`src/rtl/hash_pkg.sv`:
```
// Shared types and widths for the hash message feeder.
package hash_pkg;

    localparam int LEN_W  = 64;
    localparam int BYTE_W = 8;

    typedef enum logic [1:0] {
        IDLE      = 2'd0,
        FIRST     = 2'd1,
        STREAM    = 2'd2,
        WAIT_DONE = 2'd3
    } feeder_state_e;

endpackage

```
`src/rtl/hash_feeder_fifo.sv`:
```
// Synchronous byte FIFO with registered read data; DEPTH must be a power of two (>= 2).
module hash_feeder_fifo #(
    parameter int DEPTH = 8,
    parameter int WIDTH = 8
) (
    input  logic             clk,
    input  logic             rst_n,
    input  logic             push_i,
    input  logic [WIDTH-1:0] wdata_i,
    input  logic             pop_i,
    output logic [WIDTH-1:0] rdata_o,
    output logic             full_o,
    output logic             empty_o
);

    localparam int AW = $clog2(DEPTH);
    localparam logic [AW:0] FULL_CNT = (AW+1)'(DEPTH);

    logic [WIDTH-1:0] mem [DEPTH];
    logic [AW-1:0]    wr_ptr_q, rd_ptr_q;
    logic [AW:0]      count_q;
    logic [WIDTH-1:0] rdata_q;
    logic             push_ok, pop_ok;

    assign full_o  = (count_q == FULL_CNT);
    assign empty_o = (count_q == '0);
    assign push_ok = push_i && !full_o;
    assign pop_ok  = pop_i && !empty_o;
    assign rdata_o = rdata_q;

    always_ff @(posedge clk) begin
        if (push_ok) begin
            mem[wr_ptr_q] <= wdata_i;
        end
    end

    always_ff @(posedge clk or negedge rst_n) begin
        if (!rst_n) begin
            wr_ptr_q <= '0;
            rd_ptr_q <= '0;
            count_q  <= '0;
            rdata_q  <= '0;
        end else begin
            if (push_ok) begin
                wr_ptr_q <= wr_ptr_q + AW'(1);
            end
            if (pop_ok) begin
                rd_ptr_q <= rd_ptr_q + AW'(1);
                rdata_q  <= mem[rd_ptr_q];
            end
            // simultaneous push and pop leaves the occupancy unchanged
            case ({push_ok, pop_ok})
                2'b10:   count_q <= count_q + (AW+1)'(1);
                2'b01:   count_q <= count_q - (AW+1)'(1);
                default: count_q <= count_q;
            endcase
        end
    end

endmodule

```
`src/rtl/hash_msg_feeder.sv`:
```
// Feeds a length-prefixed byte message to a hash core; optional msg_count via HASH_FEEDER_MSG_COUNT_EN.
//   state     | meaning
//   IDLE      | waiting for a message length
//   FIRST     | emit first byte, or a single zero byte for an empty message
//   STREAM    | emit remaining bytes as they arrive in the FIFO
//   WAIT_DONE | wait for a fresh rising edge of hash_ready
module hash_msg_feeder
    import hash_pkg::*;
#(
    parameter int FIFO_DEPTH = 8
) (
    input  logic              clk,
    input  logic              rst_n,
    input  logic              s_len_valid,
    input  logic [LEN_W-1:0]  s_len,
    output logic              s_len_ready,
    input  logic              s_byte_valid,
    input  logic [BYTE_W-1:0] s_byte,
    output logic              s_byte_ready,
    input  logic              hash_ready,
    output logic              M_valid,
    output logic [BYTE_W-1:0] M,
    output logic [LEN_W-1:0]  C_in,
`ifdef HASH_FEEDER_MSG_COUNT_EN
    output logic [31:0]       msg_count,
`endif
    output logic              busy
);

    feeder_state_e     state_q;
    logic [LEN_W-1:0]  len_r_q;
    logic [LEN_W-1:0]  remaining_q;
    logic              m_valid_q;
    logic              m_zero_q;
    logic              busy_q;
    logic              hr_q;
    logic              fifo_full, fifo_empty;
    logic [BYTE_W-1:0] fifo_rdata;
    logic              pop;
    logic              done;

    assign pop  = !fifo_empty && (remaining_q != '0) &&
                  ((state_q == FIRST) || (state_q == STREAM));
    assign done = (state_q == WAIT_DONE) && hash_ready && !hr_q;

    hash_feeder_fifo #(
        .DEPTH (FIFO_DEPTH),
        .WIDTH (BYTE_W)
    ) u_fifo (
        .clk     (clk),
        .rst_n   (rst_n),
        .push_i  (s_byte_valid),
        .wdata_i (s_byte),
        .pop_i   (pop),
        .rdata_o (fifo_rdata),
        .full_o  (fifo_full),
        .empty_o (fifo_empty)
    );

    always_ff @(posedge clk or negedge rst_n) begin
        if (!rst_n) begin
            state_q     <= IDLE;
            len_r_q     <= '0;
            remaining_q <= '0;
            m_valid_q   <= 1'b0;
            m_zero_q    <= 1'b0;
            busy_q      <= 1'b0;
            hr_q        <= 1'b0;
        end else begin
            hr_q      <= hash_ready;
            m_valid_q <= 1'b0;
            case (state_q)
                IDLE: begin
                    if (s_len_valid) begin
                        len_r_q     <= s_len;
                        remaining_q <= s_len;
                        busy_q      <= 1'b1;
                        state_q     <= FIRST;
                    end
                end
                FIRST: begin
                    if (len_r_q == '0) begin
                        m_valid_q <= 1'b1;
                        m_zero_q  <= 1'b1;
                        state_q   <= WAIT_DONE;
                    end else if (pop) begin
                        m_valid_q   <= 1'b1;
                        m_zero_q    <= 1'b0;
                        remaining_q <= remaining_q - LEN_W'(1);
                        state_q     <= (remaining_q == LEN_W'(1)) ? WAIT_DONE : STREAM;
                    end
                end
                STREAM: begin
                    if (pop) begin
                        m_valid_q   <= 1'b1;
                        m_zero_q    <= 1'b0;
                        remaining_q <= remaining_q - LEN_W'(1);
                        if (remaining_q == LEN_W'(1)) begin
                            state_q <= WAIT_DONE;
                        end
                    end
                end
                WAIT_DONE: begin
                    if (done) begin
                        busy_q  <= 1'b0;
                        state_q <= IDLE;
                    end
                end
                default: state_q <= IDLE;
            endcase
        end
    end

`ifdef HASH_FEEDER_MSG_COUNT_EN
    logic [31:0] msg_count_q;

    always_ff @(posedge clk or negedge rst_n) begin
        if (!rst_n) begin
            msg_count_q <= '0;
        end else if (done) begin
            msg_count_q <= msg_count_q + 32'd1;
        end
    end

    assign msg_count = msg_count_q;
`endif

    // M holds the last popped byte, except after an empty message where it reads zero
    assign M            = m_zero_q ? '0 : fifo_rdata;
    assign M_valid      = m_valid_q;
    assign busy         = busy_q;
    assign C_in         = busy_q ? len_r_q : '0;
    assign s_len_ready  = (state_q == IDLE);
    assign s_byte_ready = !fifo_full;

endmodule
```
`config.mk`:
```
export PLATFORM = sky130hd
export DESIGN_NAME = hash_msg_feeder
export DESIGN_NICKNAME = d
export VERILOG_FILES = /design/src/rtl/hash_pkg.sv /design/src/rtl/hash_feeder_fifo.sv /design/src/rtl/hash_msg_feeder.sv
export SDC_FILE = /design/constraint.sdc
export NUM_CORES = 1
export LEC_CHECK = 0
export CORE_MARGIN = 2
export CORE_UTILIZATION = 55
export DETAILED_ROUTE_END_ITERATION = 10
export GPL_ROUTABILITY_DRIVEN = 0
export PLACE_DENSITY = 0.79
export SYNTH_ARGS = -nofsm -noshare
export SYNTH_HDL_FRONTEND = slang
export SYNTH_HIERARCHICAL = 1
export SYNTH_SLANG_ARGS = --single-unit
export TNS_END_PERCENT = 5
```
`constraint.sdc`:
```
create_clock -name clk -period 4.77 [get_ports clk]
set_input_delay 1.431 -clock clk [delete_from_list [all_inputs] [get_ports clk]]
set_output_delay 1.431 -clock clk [all_outputs]
set_load 0.02 [all_outputs]
```
-- Word level (Yosys, flattened, before mapping)
Memories as Yosys holds them, arrays and structs flattened. A register that Yosys moved wholly into a read port is not among the register bits.
Index checks and enable logic that the tools add are counted.
- $add $sub $neg: 5
- equal/unequal tests: 13
- multiplexer cells: 26
- reductions and logical operators: 23
- operators by type and width (operator ; number):
    $mux 64 ; 4
    $pmux 64 s3 ; 1
    $eq 64x1->1 const B ; 1
    $logic_not 64->1 ; 1
    $reduce_bool 64->1 ; 1
    $sub 64x1->64 const B ; 1
    $mux 2 ; 6
    $mux 1 ; 9
    $mux 8 ; 1
    $pmux 2 s4 ; 1
    $pmux 4 s2 ; 1
    $add 3x1->3 const B ; 2
    $eq 2x2->1 const B ; 3
    $logic_and 1x1->1 ; 6
    $ne 2x2->1 const B ; 3
    $pmux 1 s2 ; 3
    $reduce_and 3->1 ; 2
    $reduce_bool 2->1 ; 3
    $reduce_and 5->1 ; 1
    $add 4x1->4 const B ; 1
    $eq 2x1->1 const B ; 2
    $eq 4x4->1 const B ; 1
    $logic_not 1->1 ; 4
    $logic_not 4->1 ; 1
    7 further kinds ; 8
- register bits: 144
- RAM bits: 64
- word-level logic and storage cells: 78
- memories kept: 1
- memories (name ; depth ; width ; rd ports ; clocked after Yosys merged registers in ; wr ports ; line ; source):
    u_fifo.mem ; 8 ; 8 ; 1 ; 1 ; 1 ; hash_feeder_fifo.sv:19 ; logic [WIDTH-1:0] mem [DEPTH];

-- Longest topological paths before layout
Gate-level depths: netlist of the first run.
- depth after elaboration: 7
- mapped depth: 16
- depth with buffers taken out: 14

-- Cells and area by module
Netlist of the first run, hierarchy kept.
- modules (own cells, without submodules) (module ; instances ; cells each ; area an instance (um2)):
    hash_msg_feeder ; 1 ; 820 ; 7572.3
    hash_feeder_fifo ; 1 ; 219 ; 3413.3

-- Worst setup path after synthesis of the first run
OpenSTA, ideal clock, no wires.
- path kind: reg2reg
- start: register remaining_q[4]
- end: register u_fifo.count_q[3]
- setup time: 0.116 ns
- data arrival time: 3.298 ns
- required time: 4.654 ns
- path slack: 1.356 ns
- stages on the path, launching flop included: 14
- clock period less this slack: 3.414 ns
- cell sequence: dfrtp_1 > nor4_2 > and4_1 > clkbuf_1 > nand4_1 > o21ai_0 > inv_1 > o41ai_4 > inv_2 > ha_1 > ha_1 > a21oi_1 > o21ai_0 > o311ai_0
- word-level cells in the longest chain between the ends: 6
- RTL lines (element ; line ; source):
    start: declaration ; hash_msg_feeder.sv:32 ; logic [LEN_W-1:0] remaining_q;
    start signal: assignment ; hash_msg_feeder.sv:76 ; remaining_q <= s_len;
    start signal: assignment ; hash_msg_feeder.sv:89 ; remaining_q <= remaining_q - LEN_W'(1);
    start signal: assignment ; hash_msg_feeder.sv:97 ; remaining_q <= remaining_q - LEN_W'(1);
    $reduce_bool 64->1 (*) ; hash_msg_feeder.sv:42 ; assign pop = !fifo_empty && (remaining_q != '0) &&
    $logic_and 1x1->1 (*) (2 in a row) ; hash_msg_feeder.sv:42 ;
    via pop ; hash_msg_feeder.sv:39 ; logic pop;
    $logic_and 1x1->1 (*) ; hash_feeder_fifo.sv:28 ; assign pop_ok = pop_i && !empty_o;
    via u_fifo.pop_ok ; hash_feeder_fifo.sv:23 ; logic push_ok, pop_ok;
    $eq 2x1->1 / $eq 2x2->1 (equally long branches) ; hash_feeder_fifo.sv:52 ; case ({push_ok, pop_ok})
    $pmux 4 s2 / $reduce_bool 2->1 (equally long branches) ; -- ;
    end signal: assignment ; hash_feeder_fifo.sv:53 ; 2'b10: count_q <= count_q + (AW+1)'(1);
    end signal: assignment ; hash_feeder_fifo.sv:54 ; 2'b01: count_q <= count_q - (AW+1)'(1);
    end signal: assignment ; hash_feeder_fifo.sv:55 ; default: count_q <= count_q;
    end: declaration ; hash_feeder_fifo.sv:21 ; logic [AW:0] count_q;
Mark *: on every way through the listed nets, which the timed path passes. The rest lies on a longest branch.
A chain may end at the register's enable or synchronous reset.

-- Worst setup path after layout of the first run
- start: register remaining_q[32]
- end: register u_fifo.count_q[3]
The elaborated chain is that of the path after synthesis.

==> results summary, run 1 <==
The flow ran to the end, and the final reports show no timing, DRC or antenna violations. The HPWL after detailed placement came out at 19.38 mm. The share of the synthesized area in the top cell type is 0.3462. For this run, the total global-route usage over all layers was measured as 0.2645.

The number of hold-slack violations in the final timing report came out at 0. The area of placed instances is approximately 0.013 mm2. The maximum resistive drop on vdd came out at 0.4416 mV. Clock tree synthesis inserted a total of 23 buffers. In this run the number of H-tree levels came out at 1. The worst setup path is launched from a flop. The register area share after synthesis is 0.5212. The clock passes through at most 3 buffers. For the worst-skew pair, the clock arrives at the later sink with an insertion delay of roughly 0.52 ns. The parity-gate share of the synthesized area counting xor and xnor cells came out at 0.003986. The count of buffers added on input and output ports is 152. After synthesis, the largest family of logic cells by area is simple AND/OR/NAND/NOR gates. The routed design has about 28 mm of wire.

Entering global routing, the biggest net connects 99 pins. The number of pins exceeding their max-slew limit in the final report is 0. The count of nets after finishing came out at 1264. In this run the static leakage power is just over 5 nW. The complex-gate fraction of the synthesized area came out at 0.1347.

The number of global-route vias before repair is roughly 8800. In the final layout, the share of cells above drive strength 1 is 0.1160. The synthesized net count is between 1000 and 1500. The global route total overflow came out at 0. The setup path with the least slack is of type reg -> reg. The number of enable flip-flop cells after synthesis is 64. The floorplan step set the die height to between 100 and 150 um. The routed via count came out at between 8000 and 9000. The class of the worst hold path is reg -> reg.

Before antenna repair, the detailed router went through 5 iterations. The measured slew at the worst slew-check pin is roughly 1.1 ns. Leaving out fill and tap cells, the most frequent cell in the layout is dfrtp_1. The placeable core region came out at between 0.015 and 0.02 mm2. The quantity of gates resized following cts is 0.

For this run, the number of Yosys warnings is 6. The DRC violations left came out at 0. The floorplan step defined a die boundary enclosing approximately 0.021 mm2. The first routing iteration left 648 violations. The worst clock skew on the final layout is roughly 0.01 ns.

Setup repair after global routing left no endpoint under its margin. The sum of negative setup slack is 0 ns. The required time of the critical path came out at just over 5 ns. Power spread over the standard cell area amounts to ~730 mW/mm2. The share of the cycle needed by the critical path after routing came out at 0.8643. The count of different cell masters after synthesis is 59. The worst pin sits at a relative slew slack of 0.2666. Ranked by total cell area, the synthesized netlist is headed by dfrtp_1, edfxtp_1, mux2_2. The dominant register cell in the synthesized netlist is dfrtp_1. The async set or reset register ratio after synthesis came out at 0.7037.

The fmax came out at approximately 240 MHz. The instance count of the mapped netlist is ~1000. The final-report setup violation count came out at 0. In this run the count of I/O pins placed on the die edge is 153. The area added between synthesis and finish is 22.24%.

CTS placed an instance of clkbuf_16 at the clock tree root. The post-route standard cell area excluding fillers is approximately 0.013 mm2. The routed wirelength normalized by instance count is a little under 20 um. The final critical path time including I/O delays and setup is slightly above 4 ns. After synthesis, the share of cell area in mux cells is 0.09818. The wire length of the first global-routing pass came out at 45.91 mm.

The mean instance size in the synthesized netlist came out at approximately 11 um2. In this run the remaining antenna-violating nets after routing total 0. The largest total area in the synthesized netlist belongs to dfrtp_1. The area of the mapped netlist came out at 0.01099 mm2.

The number of antenna violations at the first check in global routing is 2. The number of sinks on the clock net is roughly 220. At the worst endpoint, the arrival time is 4.51 ns. The category of the worst setup path capture point is a flop. Of the total synthesized cell area, the portion taken by full adders, half adders and majority gates is 0.01549.

The floorplan die width is around 150 um. The total chip power came out at between 0.009 and 0.01 W. The total setup buffers inserted after CTS came out at 0. The largest driver fanout on the critical path came out at 19.

The CTS clock-pin slew for the worst setup and hold paths is about 0.06 ns. The synthesized design contains ~220 register bits. The initial cell density of the core came out at 0.5626. In the routed layout, each cell is associated on average with a via count of just over 6. In the layout the commonest cells are dfrtp_1, clkdlybuf4s50_1, nand2_1. The tool flagged a number of max-cap violations equal to 0. The simple-gate portion of the synthesized area came out at 0.1901.

TritonCTS built the clock tree. The standard-cell row count is between 50 and 60. The hold buffer count at cts is 0. Once layout is complete, the utilization of the core stands at 0.6877.
[kinds of logic (layout without fill, tap and decap cells)]
logic type / count (synthesis) / count (layout)
buffers and inverters: 87 / 238
and+or+nand+nor: 389 / 389
xor gates and xnor gates: 5 / 5
DFF: 216 / 216
muxes: 98 / 98
adders and majority gates: 13 / 13
other: 0 / 2
AOI/OAI and AO/OA: 231 / 231
[flip-flops by register name, indices dropped and copies added, names as in the netlist]
| signal | flops |
|---|---|
| m_zero_q | 1 |
| state_q | 2 |
| u_fifo/count_q | 4 |
| remaining_q | 64 |
| M_valid | 1 |
| len_r_q | 64 |
| busy | 1 |
| u_fifo/wr_ptr_q | 3 |
| u_fifo/rd_ptr_q | 3 |
| hr_q | 1 |
| u_fifo/rdata_o | 8 |
| u_fifo/mem | 64 |
[critical path, stage by stage, from the launching register on]
cell	delay, ns
dfrtp_1	0.45
nor4_1	0.50
nand4_1	0.26
or4_1	0.63
o21ai_0	0.32
inv_1	0.16
o41ai_4	0.21
inv_2	0.10
ha_1	0.32
ha_1	0.30
a21oi_1	0.24
o21ai_0	0.14
o311ai_0	0.36
[final cells by class]
cell class              instances  area (um2)
clock buffers                  31       625.6
inverters                      27       101.3
clock inverters                10       92.59
diodes                          2       5.005
repair buffers                170        1670
well taps                     265       331.6
multi-input cells             736        4877
flip-flops and latches        216        5725
fillers                      1520        6097
[Yosys cell counts, types with 4 or more instances]
library cell	n
dfrtp_1	152
nand2_1	89
and2_1	69
mux2_2	68
a21oi_1	64
edfxtp_1	64
o21ai_0	54
nor2_1	51
clkbuf_1	36
nor3_1	35
nor4_1	35
o22ai_1	32
inv_1	25
mux2i_1	20
nand3_1	19
nand4_1	18
a2bb2oi_1	16
nand2b_1	13
or4_1	13
ha_1	12
nor2b_1	12
buf_2	11
mux2_1	10
or3_1	9
a221o_1	8
o21ai_1	8
o32ai_1	8
a22o_1	7
buf_1	7
o2bb2ai_1	7
and4_1	6
o21a_1	5
nand3b_1	4
or2_2	4
xnor2_1	4
[metrics by stage]
step                instances  setup slack [ns]  hold WS, ns
floorplan                1039             1.356       0.4475
global placement         1414            0.9818       0.4623
detailed placement       1414            0.7795       0.4734
CTS                      1455            0.7258       0.4869
global route             1456            0.3747       0.5042
finish                   1457            0.6473       0.4916
[power breakdown]
part	switching, W	internal (W)	total (W)
Clock	0.000719	0.000981	0.00170
Sequential	0.000697	0.00269	0.00338
Combinational	0.00262	0.00211	0.00473
Total	0.00403	0.00578	0.00981
[metal layers]
metal | up-vias | wire length [um] | track usage
met2 | 363 | 13570 | 0.4384
met3 | 62 | 1751 | 0.03354
met5 | - | 0 | 0
met1 | 4343 | 11960 | 0.3621
met4 | 0 | 768 | 0.09461
li1 | 4137 | - | -
[final timing paths]
path / from / endpoint / slack, ns / cells past startpoint
min in group asynchronous: rst_n / hr_q$_DFF_PN0_ / 1.01 / 1
max: remaining_q[32]$_DFFE_PN0P_ / u_fifo/count_q[3]$_DFFE_PN0P_ / 0.65 / 12
min reg2reg: u_fifo/rdata_o[1]$_DFFE_PN0P_ / u_fifo/rdata_o[1]$_DFFE_PN0P_ / 0.49 / 2
max in group asynchronous: rst_n / remaining_q[54]$_DFFE_PN0P_ / 2.84 / 2
min: u_fifo/rdata_o[1]$_DFFE_PN0P_ / u_fifo/rdata_o[1]$_DFFE_PN0P_ / 0.49 / 2
max reg2reg: remaining_q[32]$_DFFE_PN0P_ / u_fifo/count_q[3]$_DFFE_PN0P_ / 0.65 / 12
Power figures use the tool's default switching activity.
==> run 2, diff against run 1 <==
Settings changed: CAP_MARGIN from default to 15, CORE_MARGIN 2 to default, HOLD_SLACK_MARGIN from default to 0.1.
==> run 2 against run 1 <==
Net effect: register-to-register slack got worse by 0.03 ns; critical path type unchanged; global-route usage increased by 1.7 points; worst setup slack got worse by 0.032 ns; first-iteration DRC count increased by 10%; clock power decreased by 5%; worst hold slack got worse by 0.0053 ns; critical path depth unchanged; fmax decreased by 0.78%; die area decreased by 2.7%.
==> results summary, run 2 (synthesized netlist as in run 1, its figures left out) <==
The flow ran to the end, and the final reports show no timing, DRC or antenna violations. The critical path startpoint category is a flop. The final-report setup violation count is 0. The global route total overflow is 0. CTS built an H-tree with a depth of 1.

The commonest non-fill, non-tap cell in the layout is dfrtp_1. The number of buffers created by CTS came out at 23. The leakage component of the power is around 5.1 nW. The maximum resistive drop on vdd came out at ~0.46 mV.

Data on the critical path is required at its endpoint by ~5.1 ns. The cell count of the worst hold path came out at 2. Summing all multi-input logic gate instances after layout gives 0.004877 mm2. Gates resized during post-CTS repair numbered 0.

The diode insertion count for antenna repair came out at 0. The number of hold-slack violations in the final timing report is 0. Setup repair after global routing left no endpoint under its margin. The final critical path time including I/O delays and setup is ~4.2 ns. The CTS clock-pin slew for the worst setup and hold paths is roughly 0.06 ns. The hold buffer count at cts is 0.

In this design, the largest share of critical-path delay is due to simple AND/OR/NAND/NOR gates. On the worst path, the slowest cell contributes a delay of about 0.63 ns. The setup path with the least slack is of type reg -> reg. The sum of negative setup slack came out at 0 ns. In the layout the commonest cells are dfrtp_1, clkdlybuf4s50_1, nand2_1.

The total area inside the core boundary comes to 0.01953 mm2. For this block, the routed nets add up to ~28 mm of wire. Input and output buffers added on the ports amount to 152. The violation count after the first detailed-routing iteration is about 710. The number of iterations in the first detailed-routing pass is 5. The total power density per cell area is roughly 730 mW/mm2.

In this run the cell area measured after placement is ~0.013 mm2. The class of the worst hold path is reg -> reg. The initial cell density of the core came out at 0.5626. At the pin with the least slew margin, the transition time is between 1 and 1.5 ns. Relative to the synthesized area, the layout overhead comes to 22.12%.

At the end of the flow the core is filled with cells to 0.6870. The count of antenna-violating nets left after detailed routing came out at 0. The number of buffer and inverter stages on the critical path is 2. The number of fill cells in the layout came out at around 1500.

The largest driver fanout on the critical path is 19. The count of cell instances traversed by the critical path is 12. The number of global-route vias before repair is around 8700.

The root buffer cell chosen for the clock tree is clkbuf_16. Max-cap violations in this run came to 0. The fmax is approximately 240 MHz. The HPWL after detailed placement came out at around 19 mm. The number of I/O pins is 153. The worst clock skew on the final layout came out at between 0.02 and 0.025 ns. The number of pins exceeding their max-slew limit in the final report is 0. The remaining max-slew budget at the tightest pin came out at 0.2633.

The number of antenna violations at the first check in global routing is 0. The sequential cell area is between 0.005 and 0.006 mm2. The routed via count came out at around 8800. The routed wirelength normalized by instance count came out at 19.37 um. The DRC violations left is 0. The data arrival time at the worst-slack endpoint is roughly 4.5 ns. The standard-cell row count came out at slightly above 50.

The count of nets after finishing is 1265. The number of sinks on the clock net is 216. The cell depth of the worst flop-to-flop path is 12. Of the cells placed in the final design, the portion with a size suffix greater than 1 is 0.1120.

Walking the worst path, the cells encountered are nor4_1 -> nand4_1 -> or4_1 -> o21ai_0 -> inv_1 -> o41ai_4 -> inv_2 -> ha_1 -> ha_1 -> a21oi_1 -> o21ai_0 -> o311ai_0. The largest registers in the layout are len_r_q x64, remaining_q x64, u_fifo/mem x64. The category of the worst setup path capture point is a flop. The clock latency reported for the late side of the worst-skew pair is 0.51 ns. The global-route usage over all layers came out at 0.2820. For this design, the slowest cell found on the critical path is or4_1.

TritonCTS built the clock tree. The vias per cell is between 6 and 7. The share of the cycle needed by the critical path after routing came out at 0.8711. The deepest clock path buffer count is 3. The wire length of the first global-routing pass is 45.08 mm.

Entering global routing, the biggest net connects ~120 pins. The floorplan die width is between 100 and 150 um. The post-route standard cell area excluding fillers is approximately 0.013 mm2.

The full die area is 0.02054 mm2. The vertical extent of the die is about 140 um. Once the clock tree was built, the setup fixing pass inserted 0 buffers.
[run 2: changes by cell type in the layout (fill, tap and decap cells not counted)]
cell and change:
clkinvlp_4 -1, diode_2 -2, inv_16 -1, buf_12 +3
buf_4 -2, inv_6 +2, clkinv_2 -5, bufinv_16 -1
clkbuf_1 +2, clkinv_1 +1
[run 2: area by class of cell]
cell class / count / area share
inverters: 27 / 0.007555
flip-flops and latches: 216 / 0.4268
well taps: 265 / 0.02472
repair buffers: 171 / 0.1279
clock inverters: 5 / 0.002332
clock buffers: 33 / 0.04719
multi-input cells: 736 / 0.3636
[run 2: worst paths after layout]
path	end	start	slack, ns
max	u_fifo/count_q[3]$_DFFE_PN0P_	remaining_q[32]$_DFFE_PN0P_	0.62
min	u_fifo/rdata_o[5]$_DFFE_PN0P_	u_fifo/rdata_o[5]$_DFFE_PN0P_	0.49
max reg2reg	u_fifo/count_q[3]$_DFFE_PN0P_	remaining_q[32]$_DFFE_PN0P_	0.62
min reg2reg	u_fifo/rdata_o[5]$_DFFE_PN0P_	u_fifo/rdata_o[5]$_DFFE_PN0P_	0.49
max in group asynchronous	len_r_q[42]$_DFFE_PN0P_	rst_n	2.99
min in group asynchronous	len_r_q[51]$_DFFE_PN0P_	rst_n	0.96
[run 2: report_power, final]
group / internal [W] / total [W] / switching, W / leakage [nW]
combinational: 0.00213 / 0.00474 / 0.00261 / 2.41
sequential: 0.00268 / 0.00339 / 0.000706 / 2.36
clock: 0.000919 / 0.00162 / 0.000698 / 0.326
total: 0.00573 / 0.00975 / 0.00402 / 5.10
[run 2: stage by stage]
stage,power [W],hold WS [ns],cells,setup WS [ns]
after global placement,0.007924,0.4618,1415,0.9588
after detailed placement,0.008097,0.4708,1415,0.7698
after global routing,0.01043,0.5129,1453,0.3258
after floorplan,0.006656,0.4475,1039,1.356
final,0.009750,0.4864,1453,0.6150
after CTS,0.009749,0.4837,1453,0.6882
[run 2: worst reg2reg max path: cells and delay by family (launching register included)]
kind	cells	cell delay (ns)
AO/OA/AOI/OAI	5	1.27
adder cells (fa/ha/maj)	2	0.62
buffers and inverters	2	0.28
flip-flops	1	0.45
AND/OR/NAND/NOR	3	1.40
[run 2: per-layer routing]
layer	track usage	share of wire
met5	0	0
met1	0.3752	0.42
met4	0.08343	0.025
met2	0.4829	0.49
met3	0.03732	0.064
==> run 3, diff against run 2 <==
Settings changed: CORE_UTILIZATION 55 to 60, PLACE_DENSITY 0.79 to 0.85.
Clock period 4.77 ns to 5 ns, I/O delays scaled along.
==> run 3 against run 2 <==
Net effect: global-route usage is 2.8 points higher; highest routed layer unchanged; core utilization is 5.8 points higher; cell count is 2.5% lower.
==> results summary, run 3 (synthesized netlist as in run 1, its figures left out) <==
The run finished with clean final reports. Setup violations remaining at the end of the flow were counted as 0. The core occupancy in the finished layout is 0.7447. The area added between synthesis and finish is 21.77%. The delay contributed by the slowest stage of the critical path came out at 0.62 ns. The detail route stage leaves a number of antenna-violating nets equal to 0. The category of the worst setup path capture point is a flop.

The initial cell density of the core came out at 0.6115. The count of nets after finishing came out at approximately 1300. Along the worst path, the maximum fanout reaches 19. 0 antenna diodes ended up in the layout. The number of hold-slack violations in the final timing report came out at 0. The required time of the critical path came out at approximately 5.4 ns. For the worst setup path, the data arrival time is ~4.6 ns. The number of max-capacitance violations reported came out at 0. In this run the register-to-register setup slack is approximately 0.74 ns. The number of buffer and inverter stages on the critical path came out at 2. CTS saw about 220 sinks. On the critical path the largest part of the delay comes from simple AND/OR/NAND/NOR gates. After detailed routing, the number of remaining DRC violations is 0. The global-route usage over all layers came out at 0.3101. The standard-cell row count is 49. The fraction of final layout cells with drive strength greater than 1 came out at 0.1146.

The sum of negative setup slack came out at 0 ns. Based on the critical path, the design can be clocked at up to 234.7 MHz. The most critical setup path has its startpoint at remaining_q[40]$_DFFE_PN0P_. The total area inside the core boundary comes to between 0.015 and 0.02 mm2. In this run the most critical hold path is launched from u_fifo/rdata_o[1]$_DFFE_PN0P_.

In the final layout, the registers with the most flip-flops are len_r_q x64, remaining_q x64, u_fifo/mem x64. For the pin with the worst max-slew slack, the measured transition is 1.164 ns. The number of antenna violations at the first check in global routing is 0.

Using the TritonRoute via totals, the vias-per-cell ratio works out to approximately 6.4. In the post-route analysis, the smallest setup slack over all paths is 0.7401 ns. The number of pins exceeding their max-slew limit in the final report came to 0. The number of fill cells in the layout came out at 1184. The number of I/O pins is between 150 and 200.

The violation count after the first detailed-routing iteration came out at between 1000 and 1500. The leakage component of the power is a little over 5 nW. The area of placed instances came out at 0.01265 mm2.

The HPWL after detailed placement came out at about 19 mm. The total length of routed wires came out at about 29 mm. Counting tap cells, the placed design contains a total of ~1400 instances. The number of iterations in the first detailed-routing pass came out at 6. In the layout the commonest cells are dfrtp_1, clkdlybuf4s50_1, nand2_1. IR analysis of the VDD net gives a maximum drop of 0.7280 mV.

The post-route standard cell area excluding fillers is approximately 0.013 mm2. The number of buffers created by CTS came out at 23. Entering global routing, the biggest net connects between 100 and 150 pins. The final critical path time including I/O delays and setup came out at around 4.3 ns.

The CTS clock-pin slew for the worst setup and hold paths is approximately 0.060 ns. The die is 137.3 um tall. Registers take approximately 0.0057 mm2.

The filler-free cell count of the finished design came out at 1416. The count of cell instances traversed by the critical path came out at 12. STA classifies the critical path startpoint as a flop. The tree is rooted in a clkbuf_16.

CTS built an H-tree with a depth of 1. After detailed routing, the average wire length per cell comes to between 20 and 25 um. The classification of the worst setup path is reg -> reg.

The global route total overflow came out at 0. The routed via count came out at slightly above 9000. The slowest stage of the critical path belongs to the cell or4_1.

The end of the worst register-to-register path is u_fifo/count_q[3]$_DFFE_PN0P_. The quantity of gates resized following cts is 0. The startpoint of the lowest-slack register-to-register path is remaining_q[40]$_DFFE_PN0P_. The deepest clock path buffer count came out at 3. The remaining max-slew budget at the tightest pin is 0.2180. Dividing total power by cell area gives a power density of a little over 700 mW/mm2. The number of global-route vias before repair is 8735. The floorplan step set the die width to around 140 um. The clock latency reported for the late side of the worst-skew pair came out at around 0.51 ns. Setup repair after global routing left no endpoint under its margin. The share of the cycle needed by the critical path after routing came out at 0.8520. The critical path goes through nor4_1 -> nand4_1 -> or4_1 -> o21ai_0 -> inv_1 -> o41ai_4 -> inv_2 -> ha_1 -> ha_1 -> a21oi_1 -> o21ai_0 -> o311ai_0.

The clock tree from TritonCTS is yes. The worst register-to-register path has a depth of 12. The total setup buffers inserted after CTS is 0. The number of buffer cells added on primary ports is 152.

Clock skew on the completed layout was measured at 0.01592 ns. The first global-routing pass estimated about 45 mm of wire. The tightest min-delay check is of the reg -> reg type. The post-place setup slack is 0.9547 ns. Following the worst setup path forward leads to its endpoint at u_fifo/count_q[3]$_DFFE_PN0P_. The multi-input combinational cells in the finished layout cover a total of ~0.005 mm2. For this design, the CTS-stage hold fixing added 0 buffers.

The die covers around 0.019 mm2.
[run 3: changes by cell type in the layout (fill, tap and decap cells not counted), sizes merged]
cell,previous run,this run
clkinvlp,0,1
clkbuf,33,34
clkinv,4,5
buf,20,16
inv,28,27
bufinv,0,1
[run 3: how the worst min path moves through the flow]
stage | end | slack [ns] | cells past startpoint
floorplan | u_fifo/rdata_o[0]$_DFFE_PN0P_ | 0.45 | 2
global placement | u_fifo/rdata_o[4]$_DFFE_PN0P_ | 0.46 | 2
detailed placement | u_fifo/rdata_o[1]$_DFFE_PN0P_ | 0.47 | 2
CTS | u_fifo/rdata_o[1]$_DFFE_PN0P_ | 0.48 | 2
global route | u_fifo/rdata_o[1]$_DFFE_PN0P_ | 0.53 | 2
finish | u_fifo/rdata_o[1]$_DFFE_PN0P_ | 0.49 | 2
[run 3: layer usage]
layer  wire length (um)  global-route usage  up-vias
met3               2393             0.05040       81
met2              13840              0.5146      488
met4                858              0.1105        0
met5                  0                   0        -
met1              11530              0.4129     4439
li1                   -                   -     4117
[run 3: tightest hold or removal path, cell delays in order (launching register included)]
cell and delay (ns):
dfrtp_1 0.33, nand2_1 0.05, o21ai_1 0.06
[run 3: layout make-up]
cell class / instances / area share
sequential: 216 / 0.4281
tap: 229 / 0.02142
timing repair buffer: 167 / 0.1241
clock buffer: 34 / 0.04892
inverter: 27 / 0.007576
multi-input combinational: 736 / 0.3646
clock inverter: 7 / 0.005238
[run 3: where the power goes]
part	switching, W	internal (W)
clock	0.000676	0.000959
combinational	0.00250	0.00202
sequential	0.000732	0.00256
[run 3: through the flow]
| stage | total power, W | hold slack, ns |
|---|---|---|
| final | 0.009441 | 0.4855 |
| after global routing | 0.01003 | 0.5266 |
| after CTS | 0.009399 | 0.4849 |
| after detailed placement | 0.007682 | 0.4717 |
| after global placement | 0.007483 | 0.4608 |
| after floorplan | 0.006349 | 0.4475 |
